**config.mk**
```make
export PLATFORM = sky130hd
export DESIGN_NAME = menu_input_controller
export DESIGN_NICKNAME = d
export VERILOG_FILES = /design/src/rtl/menu_pkg.sv /design/src/rtl/menu_input_controller_button_debouncer.sv /design/src/rtl/menu_input_controller.sv
export SDC_FILE = /design/constraint.sdc
export NUM_CORES = 1
export LEC_CHECK = 0
export ABC_AREA = 1
export BUFFER_PORTS_ARGS = -buffer_cell sky130_fd_sc_hd__buf_2
export CORE_ASPECT_RATIO = 1.4
export CORE_MARGIN = 10
export CORE_UTILIZATION = 55
export DETAILED_ROUTE_END_ITERATION = 10
export HOLD_SLACK_MARGIN = 0.05
export PLACE_DENSITY_LB_ADDON = 0.08
export REMOVE_ABC_BUFFERS = 1
export SETUP_SLACK_MARGIN = 0.1
export SYNTH_ARGS = -nofsm -noshare
export SYNTH_HDL_FRONTEND = slang
export SYNTH_SLANG_ARGS = --single-unit
```
**constraint.sdc**
```tcl
create_clock -name clk -period 2 [get_ports clk]
set_clock_uncertainty 0.05 [all_clocks]
set_input_delay 0.3 -clock clk [delete_from_list [all_inputs] [get_ports clk]]
set_output_delay 0.3 -clock clk [all_outputs]
set_load 0.01 [all_outputs]
```
**src/rtl/menu_pkg.sv**
```systemverilog
// Shared definitions for the menu input controller.
//   MENU_W        width of the menu code driven to the display
//   MENU_*        menu item codes
//   menu_state_t  controller FSM states
package menu_pkg;

   localparam int unsigned MENU_W = 4;

   localparam logic [MENU_W-1:0] MENU_OPEN   = 4'd0;
   localparam logic [MENU_W-1:0] MENU_BURGER = 4'd1;
   localparam logic [MENU_W-1:0] MENU_PIZZA  = 4'd2;
   localparam logic [MENU_W-1:0] MENU_KACCHI = 4'd3;
   localparam logic [MENU_W-1:0] MENU_PASTA  = 4'd4;

   typedef enum logic {
      IDLE,
      SHOW
   } menu_state_t;

endpackage

```
**src/rtl/menu_input_controller_button_debouncer.sv**
```systemverilog
// Per-button conditioning: 2-flop synchroniser, counter debouncer, press edge.
//   clk    system clock
//   rst_n  asynchronous active-low reset
//   raw    raw asynchronous bouncy button
//   level  debounced button level
//   press  one-cycle pulse on a debounced rising edge (releases ignored)
module button_debouncer
   import menu_pkg::*;
#(
   parameter int unsigned DEBOUNCE_CYCLES = 1_000_000
) (
   input  logic clk,
   input  logic rst_n,
   input  logic raw,
   output logic level,
   output logic press
);

   localparam int unsigned CW = (DEBOUNCE_CYCLES > 1) ? $clog2(DEBOUNCE_CYCLES) : 1;

   logic          sync_1;
   logic          sync_2;
   logic          level_q;
   logic [CW-1:0] cnt;

   always_ff @(posedge clk or negedge rst_n) begin
      if (!rst_n) begin
         sync_1  <= 1'b0;
         sync_2  <= 1'b0;
         level   <= 1'b0;
         level_q <= 1'b0;
         cnt     <= '0;
      end else begin
         sync_1  <= raw;
         sync_2  <= sync_1;
         level_q <= level;
         // Count consecutive cycles of disagreement; any agreement restarts it.
         if (sync_2 == level) begin
            cnt <= '0;
         end else if (cnt == CW'(DEBOUNCE_CYCLES - 1)) begin
            level <= sync_2;
            cnt   <= '0;
         end else begin
            cnt <= cnt + CW'(1);
         end
      end
   end

   assign press = level & ~level_q;

endmodule

```
**src/rtl/menu_input_controller.sv**
```systemverilog
// Conditions the menu buttons and OPEN/ENABLE switches and produces the latched
// menu code for the 7-seg display.
//   clk             100 MHz system clock
//   rst_n           asynchronous active-low reset
//   btnU/D/L/R      raw bouncy buttons (BURGER/PIZZA/KACCHI/PASTA)
//   sw15            raw OPEN(1)/CLOSE(0) switch
//   sw16            raw menu-enable switch
//   menu_select     latched menu code, 0 = OPEN/CLOSE
//   open_sync       synchronised sw15
//   scroll_restart  one-cycle pulse whenever menu_select is written
module menu_input_controller
   import menu_pkg::*;
#(
   parameter int unsigned DEBOUNCE_CYCLES = 1_000_000,
   parameter int unsigned HOLD_CYCLES     = 500_000_000
) (
   input  logic              clk,
   input  logic              rst_n,
   input  logic              btnU,
   input  logic              btnD,
   input  logic              btnL,
   input  logic              btnR,
   input  logic              sw15,
   input  logic              sw16,
   output logic [MENU_W-1:0] menu_select,
   output logic              open_sync,
   output logic              scroll_restart
);

   localparam int unsigned TW = (HOLD_CYCLES > 1) ? $clog2(HOLD_CYCLES) : 1;

   logic [3:0] raw_btn;
   logic [3:0] btn_level;
   logic [3:0] btn_press;
   logic [3:0] accepted;

   assign raw_btn = {btnR, btnL, btnD, btnU};

   for (genvar i = 0; i < 4; i++) begin : g_btn
      button_debouncer #(
         .DEBOUNCE_CYCLES(DEBOUNCE_CYCLES)
      ) u_debouncer (
         .clk  (clk),
         .rst_n(rst_n),
         .raw  (raw_btn[i]),
         .level(btn_level[i]),
         .press(btn_press[i])
      );
   end

   // A press is only meaningful while its debounced level is high.
   assign accepted = btn_press & btn_level;

   logic sw15_s1, sw15_s2, sw16_s1, sw16_s2;
   logic en;

   always_ff @(posedge clk or negedge rst_n) begin
      if (!rst_n) begin
         sw15_s1 <= 1'b0;
         sw15_s2 <= 1'b0;
         sw16_s1 <= 1'b0;
         sw16_s2 <= 1'b0;
      end else begin
         sw15_s1 <= sw15;
         sw15_s2 <= sw15_s1;
         sw16_s1 <= sw16;
         sw16_s2 <= sw16_s1;
      end
   end

   assign open_sync = sw15_s2;
   assign en        = sw15_s2 & sw16_s2;

   // Fixed priority U > D > L > R.
   logic              sel_valid;
   logic [MENU_W-1:0] sel_code;

   always_comb begin
      sel_valid = 1'b1;
      sel_code  = MENU_OPEN;
      if (accepted[0])      sel_code = MENU_BURGER;
      else if (accepted[1]) sel_code = MENU_PIZZA;
      else if (accepted[2]) sel_code = MENU_KACCHI;
      else if (accepted[3]) sel_code = MENU_PASTA;
      else                  sel_valid = 1'b0;
   end

   menu_state_t       state_q, state_d;
   logic [MENU_W-1:0] menu_q, menu_d;
   logic [TW-1:0]     timer_q, timer_d;
   logic              scroll_q, scroll_d;

   always_ff @(posedge clk or negedge rst_n) begin
      if (!rst_n) begin
         state_q  <= IDLE;
         menu_q   <= '0;
         timer_q  <= '0;
         scroll_q <= 1'b0;
      end else begin
         state_q  <= state_d;
         menu_q   <= menu_d;
         timer_q  <= timer_d;
         scroll_q <= scroll_d;
      end
   end

   always_comb begin
      state_d  = state_q;
      menu_d   = menu_q;
      timer_d  = timer_q;
      scroll_d = 1'b0;
      if (!en) begin
         state_d  = IDLE;
         menu_d   = MENU_OPEN;
         timer_d  = '0;
         scroll_d = (menu_q != MENU_OPEN);
      end else if (sel_valid) begin
         // A press beats a simultaneous timeout.
         state_d  = SHOW;
         menu_d   = sel_code;
         timer_d  = '0;
         scroll_d = 1'b1;
      end else begin
         case (state_q)
            IDLE: begin
               menu_d  = MENU_OPEN;
               timer_d = '0;
            end
            SHOW: begin
               if (timer_q == TW'(HOLD_CYCLES - 1)) begin
                  state_d  = IDLE;
                  menu_d   = MENU_OPEN;
                  timer_d  = '0;
                  scroll_d = 1'b1;
               end else begin
                  timer_d = timer_q + TW'(1);
               end
            end
            default: begin
               state_d = IDLE;
               menu_d  = MENU_OPEN;
               timer_d = '0;
            end
         endcase
      end
   end

   assign menu_select    = menu_q;
   assign scroll_restart = scroll_q;

endmodule

```
Yosys cells after proc, flatten, opt, wreduce, memory -nomap -nowiden
Cells that the tools add are included.
{ "op_classes": {"addsub": 5, "n_eq_ne": 10, "n_mux": 32, "bitwise_logic": 15, "reduce_logical": 5} }
{ "ops": {"columns": ["operator", "count"], "rows": [
  ["2-to-1 mux 20 bit", 8],
  ["2-to-1 mux 29 bit", 3],
  ["adder 20 x 1 -> 20 bit (second input constant)", 4],
  ["== test 20 bit (second input constant)", 4],
  ["case mux 29 bit (2 select lines)", 1],
  ["adder 29 x 1 -> 29 bit (second input constant)", 1],
  ["== test 29 bit (second input constant)", 1],
  ["2-to-1 mux 1 bit", 12],
  ["2-to-1 mux 3 bit", 4],
  ["2-to-1 mux 4 bit", 3],
  ["inverter 1 bit", 9],
  ["case mux 4 bit (2 select lines)", 1],
  ["AND reduction 2 bit", 4],
  ["AND 1 bit", 5],
  ["AND 4 bit", 1],
  ["== test 1 bit", 4],
  ["!= test 4 x 3 -> 1 bit (second input constant)", 1],
  ["nonzero test 4 bit", 1]
]} }
{ "word_totals": {"reg_bits": 135, "output_inout_bits": 6, "elab_cells": 95} }

Longest topological paths before layout
{ "depth": {"ltp_word": 9, "mapped_depth": 10, "mapped_depth_nobuf": 10} }

Modules after synthesis
Synthesis repeated with hierarchy kept, for this count alone.
{ "hier_totals": {"cells_unflattened": 946, "area_unflattened_um2": 7468.4} }
{ "by_module_without_submodules": {"columns": ["module", "instances", "cells_each", "area_per_inst_um2"], "rows": [
  ["button_debouncer", 4, 163, 1293.7],
  ["menu_input_controller", 1, 294, 2293.4]
]} }

Worst setup path after synthesis
Ideal clock, no wire load.
{ "synth_timing": {"kind": "reg2reg", "start": "register timer_q[0]", "end": "register menu_q[1] (netlist: menu_select[1])", "arrival_time_ns": 1.287, "required_time_ns": 1.831, "path_slack_ns": 0.545, "path_stages_with_launch": 10, "synth_period_minus_slack_ns": 1.455, "cell_sequence": "dfrtp_1 -> ha_1 -> nand2_1 -> nor2_2 -> nand2_4 -> nor2_4 -> nand2_2 -> nand3_4 -> buf_12 -> o21ai_2"} }
{ "synth_between": {"elab_chain_len": 2} }
{ "synth_lines": {"columns": ["item", "line", "source"], "rows": [
  ["from (decl)", "menu_input_controller.sv:90", "logic [TW-1:0] timer_q, timer_d;"],
  ["from (signal assigned)", "menu_input_controller.sv:102", "timer_q <= timer_d;"],
  ["== test 29 bit", "menu_input_controller.sv:130", "if (timer_q == TW'(HOLD_CYCLES - 1)) begin"],
  ["!= test 4 x 3 -> 1 bit (no source line)", null, null],
  ["to (signal assigned)", "menu_input_controller.sv:101", "menu_q <= menu_d;"],
  ["to (decl)", "menu_input_controller.sv:89", "logic [MENU_W-1:0] menu_q, menu_d;"]
]} }
No other way between the ends.
A chain may end at the register's enable or synchronous reset.

Worst setup path after layout
{ "layout_timing": {"start": "register timer_q[0]", "end": "register timer_q[25]"} }
{ "layout_between": {"elab_chain_len": 5, "elab_cells_between_ends": 6, "cone_classes": "1 x add/sub; 1 x eq/ne; 4 x mux"} }
{ "layout_lines": {"columns": ["item", "line", "source"], "rows": [
  ["adder 29 x 1 -> 29 bit / == test 29 bit (equally long branches)", "menu_input_controller.sv:136, menu_input_controller.sv:130", null],
  ["2-to-1 mux 29 bit (*)", "menu_input_controller.sv:130", null],
  ["case mux 29 bit (2 select lines) (*)", "menu_input_controller.sv:124", "case (state_q)"],
  ["2-to-1 mux 29 bit (*)", "menu_input_controller.sv:117", "end else if (sel_valid) begin"],
  ["2-to-1 mux 29 bit (*)", "menu_input_controller.sv:112", "if (!en) begin"],
  ["net timer_d[25]", "menu_input_controller.sv:90", null]
]} }
The timed path passes the listed nets; every way through them passes the cells marked *.

==> results by group <==
Floorplanning
  • Die height: 153.4 um
  • Number of placed I/O pins: 14
  • Die outline width: about 120 um
  • Core region area: roughly 12000 sq um
  • Die area: 17690 sq um
  • Placement Rows: 48
  • Starting density of the core: 0.5652

Synth
  • Cell types with the highest counts after synthesis: 200 x sky130_fd_sc_hd__nor2_1, 164 x sky130_fd_sc_hd__nand2_1, 134 x sky130_fd_sc_hd__dfrtp_1, 100 x sky130_fd_sc_hd__inv_1, 46 x sky130_fd_sc_hd__xor2_1
  • Dominant combinational cell family by area after synthesis: simple AND/OR/NAND/NOR gates
  • Combined area of all synthesized cells: roughly 7000 sq um
  • Top-area cell type share of the netlist area: 0.4795
  • Post-synth EDFFs: 0
  • Sequential cell area fraction in the yosys report: 0.4795
  • Share of synthesized cell area in full adder, half adder and majority cells: 0.008946
  • Post-synthesis cell type count: 35
  • Register bit count reported by yosys: approximately 130
  • Number of warnings reported in the yosys synthesis log: 0
  • Most common cell in the synthesized netlist: sky130_fd_sc_hd__nor2_1
  • Average cell area after synthesis: roughly 8.1 sq um
  • Mux cell area share after synthesis: 0
  • Top cells by area, synth: sky130_fd_sc_hd__dfrtp_1 48%, sky130_fd_sc_hd__nor2_1 11%, sky130_fd_sc_hd__nand2_1 8.8%
  • Post-synthesis share of cell area spent on xor and xnor gates: 0.07515
  • Synth Area in Compound Gates: 0.02863
  • Most frequently used flop master after synthesis: sky130_fd_sc_hd__dfrtp_1
  • Synth Area in Simple Gates: 0.3432
  • Library cell with the largest summed area after synthesis: sky130_fd_sc_hd__dfrtp_1
  • Share of synthesized registers carrying an async set or reset: 1.000
  • Number of cells produced by synthesis: 865

Setup path
  • Required time at the endpoint of the critical path: 2.25 ns
  • Critical path, cell by cell: ha_1 -> nand2_1 -> nor2_2 -> nand2_4 -> nor2_4 -> nand2_2 -> nand3_4 -> buf_12 -> nor2_1
  • Kind of cell adding the most delay to the critical path: simple AND/OR/NAND/NOR gates
  • Worst setup SP type: flip-flop
  • Capturing element type of the critical path: flip-flop
  • Slowest stage cell on the critical path: sky130_fd_sc_hd__dfrtp_1
  • Crit Reg-Reg Endpoint: timer_q[25]
  • Register-to-register path setup slack: 0.29 ns
  • Worst flop-to-flop path startpoint: timer_q[0]
  • Critical path fanouts, max: 23
  • Combined buffer and inverter count along the critical path: 1
  • Crit path DAT: between 1.5 and 2 ns
  • Logic depth of the worst setup path including buffers: 9
  • CP endpoint: timer_q[25]
  • Type of the worst setup path: reg -> reg
  • Critical path's largest stage delay: 0.37 ns
  • Reg2Reg Depth: 9
  • Critical Path Source: timer_q[0]

Status
  • Result of the run: completed

Clocking
  • Post-CTS Setup Inserts: 0
  • Hold buffer count at cts: 7
  • Post-cts gate resize count: 0
  • Register clock-pin slew on the reported worst setup and hold paths: 0.06 ns
  • TritonCTS clock tree: done
  • Clock buffer depth: 2
  • Cell at the root of the clock tree: sky130_fd_sc_hd__clkbuf_16
  • TritonCTS Buffers: 17
  • Worst skew pair latency: approximately 0.4 ns
  • Number of sinks driven by the clock tree: 134
  • H-tree Lvls: 4

Global route
  • Wire length of the first global-routing pass: 24700 um
  • Total routing usage reported by global routing: 0.1696
  • Total congestion overflow after global routing: 0
  • Antenna violations before repair: 0
  • Vias in the first global route: 5549
  • Largest net degree at the start of global routing: 48

Placement
  • # port buffers: 12
  • Final weighted congestion of routability-driven global placement: around 0.91
  • Total instance count after detailed placement: 1027
  • Placement Cell Area: 7252 sq um
  • Post-detailed-placement half-perimeter wirelength: 10240 um

Final layout
  • Filler Cells Inserted: 1080
  • Multi-input combinational cell area: 3192 sq um
  • Total inserted antenna cells: 0
  • Area growth syn-to-layout: 14.12%
  • Number of nets in the layout: 916
  • Share of layout cells above drive strength 1: 0.1245
  • Layout Cell Area excl Fill: 7980 sq um
  • Final std cells w/o fill: 1066
  • Combined flip-flop and latch cell area: around 3400 sq um

Power
  • Switching Fraction: 0.2036
  • Areal power density over the cells: between 700 and 800 nW/um^2
  • Fraction of power consumed by sequential logic: 0.434
  • Cell internal power dissipation: between 0.005 and 0.006 W
  • Overall power consumption: roughly 0.0064 W
  • Peak supply drop: 555.2 uV
  • Logic pwr share: 0.026
  • Part of the total power dissipated in the clock network: 0.540
  • P_sw: 0.001298 W
  • Static leakage power: roughly 3.4 nW

Timing
  • Peak Freq: between 500 and 600 MHz
  • Final Hold Violating Endpoints: 0
  • Period utilisation layout: 0.8536
  • Count of endpoints failing setup in the final report: 0
  • RSZ-0062 raised after global routing: false
  • Final Slew Violations: 0
  • Crit path time final: 1.707 ns
  • Post-route setup TNS: 0 ns

Run
  • Max capacitance violation total: 0

Drt
  • Final WL: between 10000 and 15000 um
  • Antenna Nets Post-Route: 0
  • Total via count after detailed routing: between 5000 and 6000
  • Detailed Routing Iterations Pass 1: 4
  • Average wire per cell in the routed design: 13.33 um
  • Drc violations: 0
  • Initial DRC Count: 316
  • Per-cell via count in the routed design: roughly 5.1

Worst hold path
  • Hold/Removal Path Class: reg -> reg
## power groups by stage
stage / clock, W / sequential, W / combinational (W)
floorplan: 0 / 0.00281 / 0.0000652
global placement: 0 / 0.00281 / 0.000153
detailed placement: 0 / 0.00281 / 0.000159
CTS: 0.00351 / 0.00276 / 0.000174
global route: 0.00362 / 0.00277 / 0.000194
finish: 0.00344 / 0.00276 / 0.000165
## worst min path at each step
stage	from	to	slack [ns]	depth (start not counted)
finish	sw15_s1	open_sync	0.30	0
global route	sw15_s1	open_sync	0.31	0
CTS	sw15_s1	open_sync	0.30	0
detailed placement	rst_n	timer_q[14]	0.20	1
global placement	rst_n	timer_q[14]	0.19	1
floorplan	rst_n	g_btn[0].u_debouncer.cnt[0]	-0.05	0
## registers in the layout (all words and copies together) (netlist names)
| register | flops |
|---|---|
| g_btn.u_debouncer.cnt | 80 |
| timer_q | 29 |
| g_btn.u_debouncer.level | 4 |
| g_btn.u_debouncer.level_q | 4 |
| g_btn.u_debouncer.sync_1 | 4 |
| g_btn.u_debouncer.sync_2 | 4 |
| menu_select | 3 |
| open_sync | 1 |
| scroll_restart | 1 |
| state_q | 1 |
| sw15_s1 | 1 |
| sw16_s1 | 1 |
| sw16_s2 | 1 |
## layer usage
layer	routed length [um]	share of wire	track usage	vias to the layer above
li1	-	-	-	2776
met1	5956	0.42	0.1885	2594
met2	7563	0.53	0.2952	78
met3	350	0.025	0.03917	38
met4	339	0.024	0.07801	0
met5	0	0	0	-
## cells by family after synthesis
family          count (synthesis)
compound gates                 36
buf+inv                       110
simple gates                  519
xor+xnor                       60
other cells                     1
fa+ha+maj                       5
flops                         134
## stage by stage
stage | hold slack (ns) | setup WS (ns) | util
6_report | 0.2957 | 0.2927 | 0.6450
5_1_grt | 0.3060 | 0.1115 | 0.6450
4_1_cts | 0.2974 | 0.2700 | 0.6450
3_5_place_dp | 0.1983 | 0.3158 | 0.5862
3_3_place_gp | 0.1932 | 0.3704 | 0.5862
2_1_floorplan | -0.04559 | 0.4382 | -
## area by class of cell
type / count / share of cell area
clock buffers: 21 / 0.05770
clock inverters: 11 / 0.02477
inverters: 106 / 0.04986
multi-input cells: 621 / 0.4000
flip-flops and latches: 134 / 0.4202
well taps: 150 / 0.02352
repair buffers: 23 / 0.02399
## worst reg2reg max path, stage by stage (launching register included)
cell and delay (ns):
sky130_fd_sc_hd__dfrtp_1 0.37, sky130_fd_sc_hd__ha_1 0.20, sky130_fd_sc_hd__nand2_1 0.10, sky130_fd_sc_hd__nor2_2 0.14, sky130_fd_sc_hd__nand2_4 0.10, sky130_fd_sc_hd__nor2_4 0.13, sky130_fd_sc_hd__nand2_2 0.08, sky130_fd_sc_hd__nand3_4 0.14
sky130_fd_sc_hd__buf_12 0.20, sky130_fd_sc_hd__nor2_1 0.07
## layout by cell type (no fill, tap or decap), types with 2 or more instances in the layout
cell type and n:
sky130_fd_sc_hd__clkinvlp_4 4, sky130_fd_sc_hd__nand2_1 164, sky130_fd_sc_hd__nor3_1 22, sky130_fd_sc_hd__clkbuf_16 17, sky130_fd_sc_hd__nor2_2 19, sky130_fd_sc_hd__nor3b_1 5
sky130_fd_sc_hd__nand3_1 40, sky130_fd_sc_hd__xnor2_1 14, sky130_fd_sc_hd__bufinv_16 5, sky130_fd_sc_hd__buf_4 2, sky130_fd_sc_hd__inv_2 5, sky130_fd_sc_hd__nand2_4 5
sky130_fd_sc_hd__clkinv_4 2, sky130_fd_sc_hd__nand3b_1 3, sky130_fd_sc_hd__o21ai_0 12, sky130_fd_sc_hd__a21oi_1 18, sky130_fd_sc_hd__o21bai_2 2, sky130_fd_sc_hd__buf_2 11
sky130_fd_sc_hd__nand2_2 11, sky130_fd_sc_hd__xor2_1 46, sky130_fd_sc_hd__dlygate4sd3_1 7, sky130_fd_sc_hd__inv_1 100, sky130_fd_sc_hd__nand3_2 6, sky130_fd_sc_hd__nor3_2 10
sky130_fd_sc_hd__clkbuf_1 2, sky130_fd_sc_hd__nor2_1 200, sky130_fd_sc_hd__clkbuf_8 2, sky130_fd_sc_hd__ha_1 5, sky130_fd_sc_hd__and2_1 2, sky130_fd_sc_hd__nand4_1 22
sky130_fd_sc_hd__buf_12 2, sky130_fd_sc_hd__nor2_4 7, sky130_fd_sc_hd__dfrtp_1 134
Power figures use the tool's default switching activity.
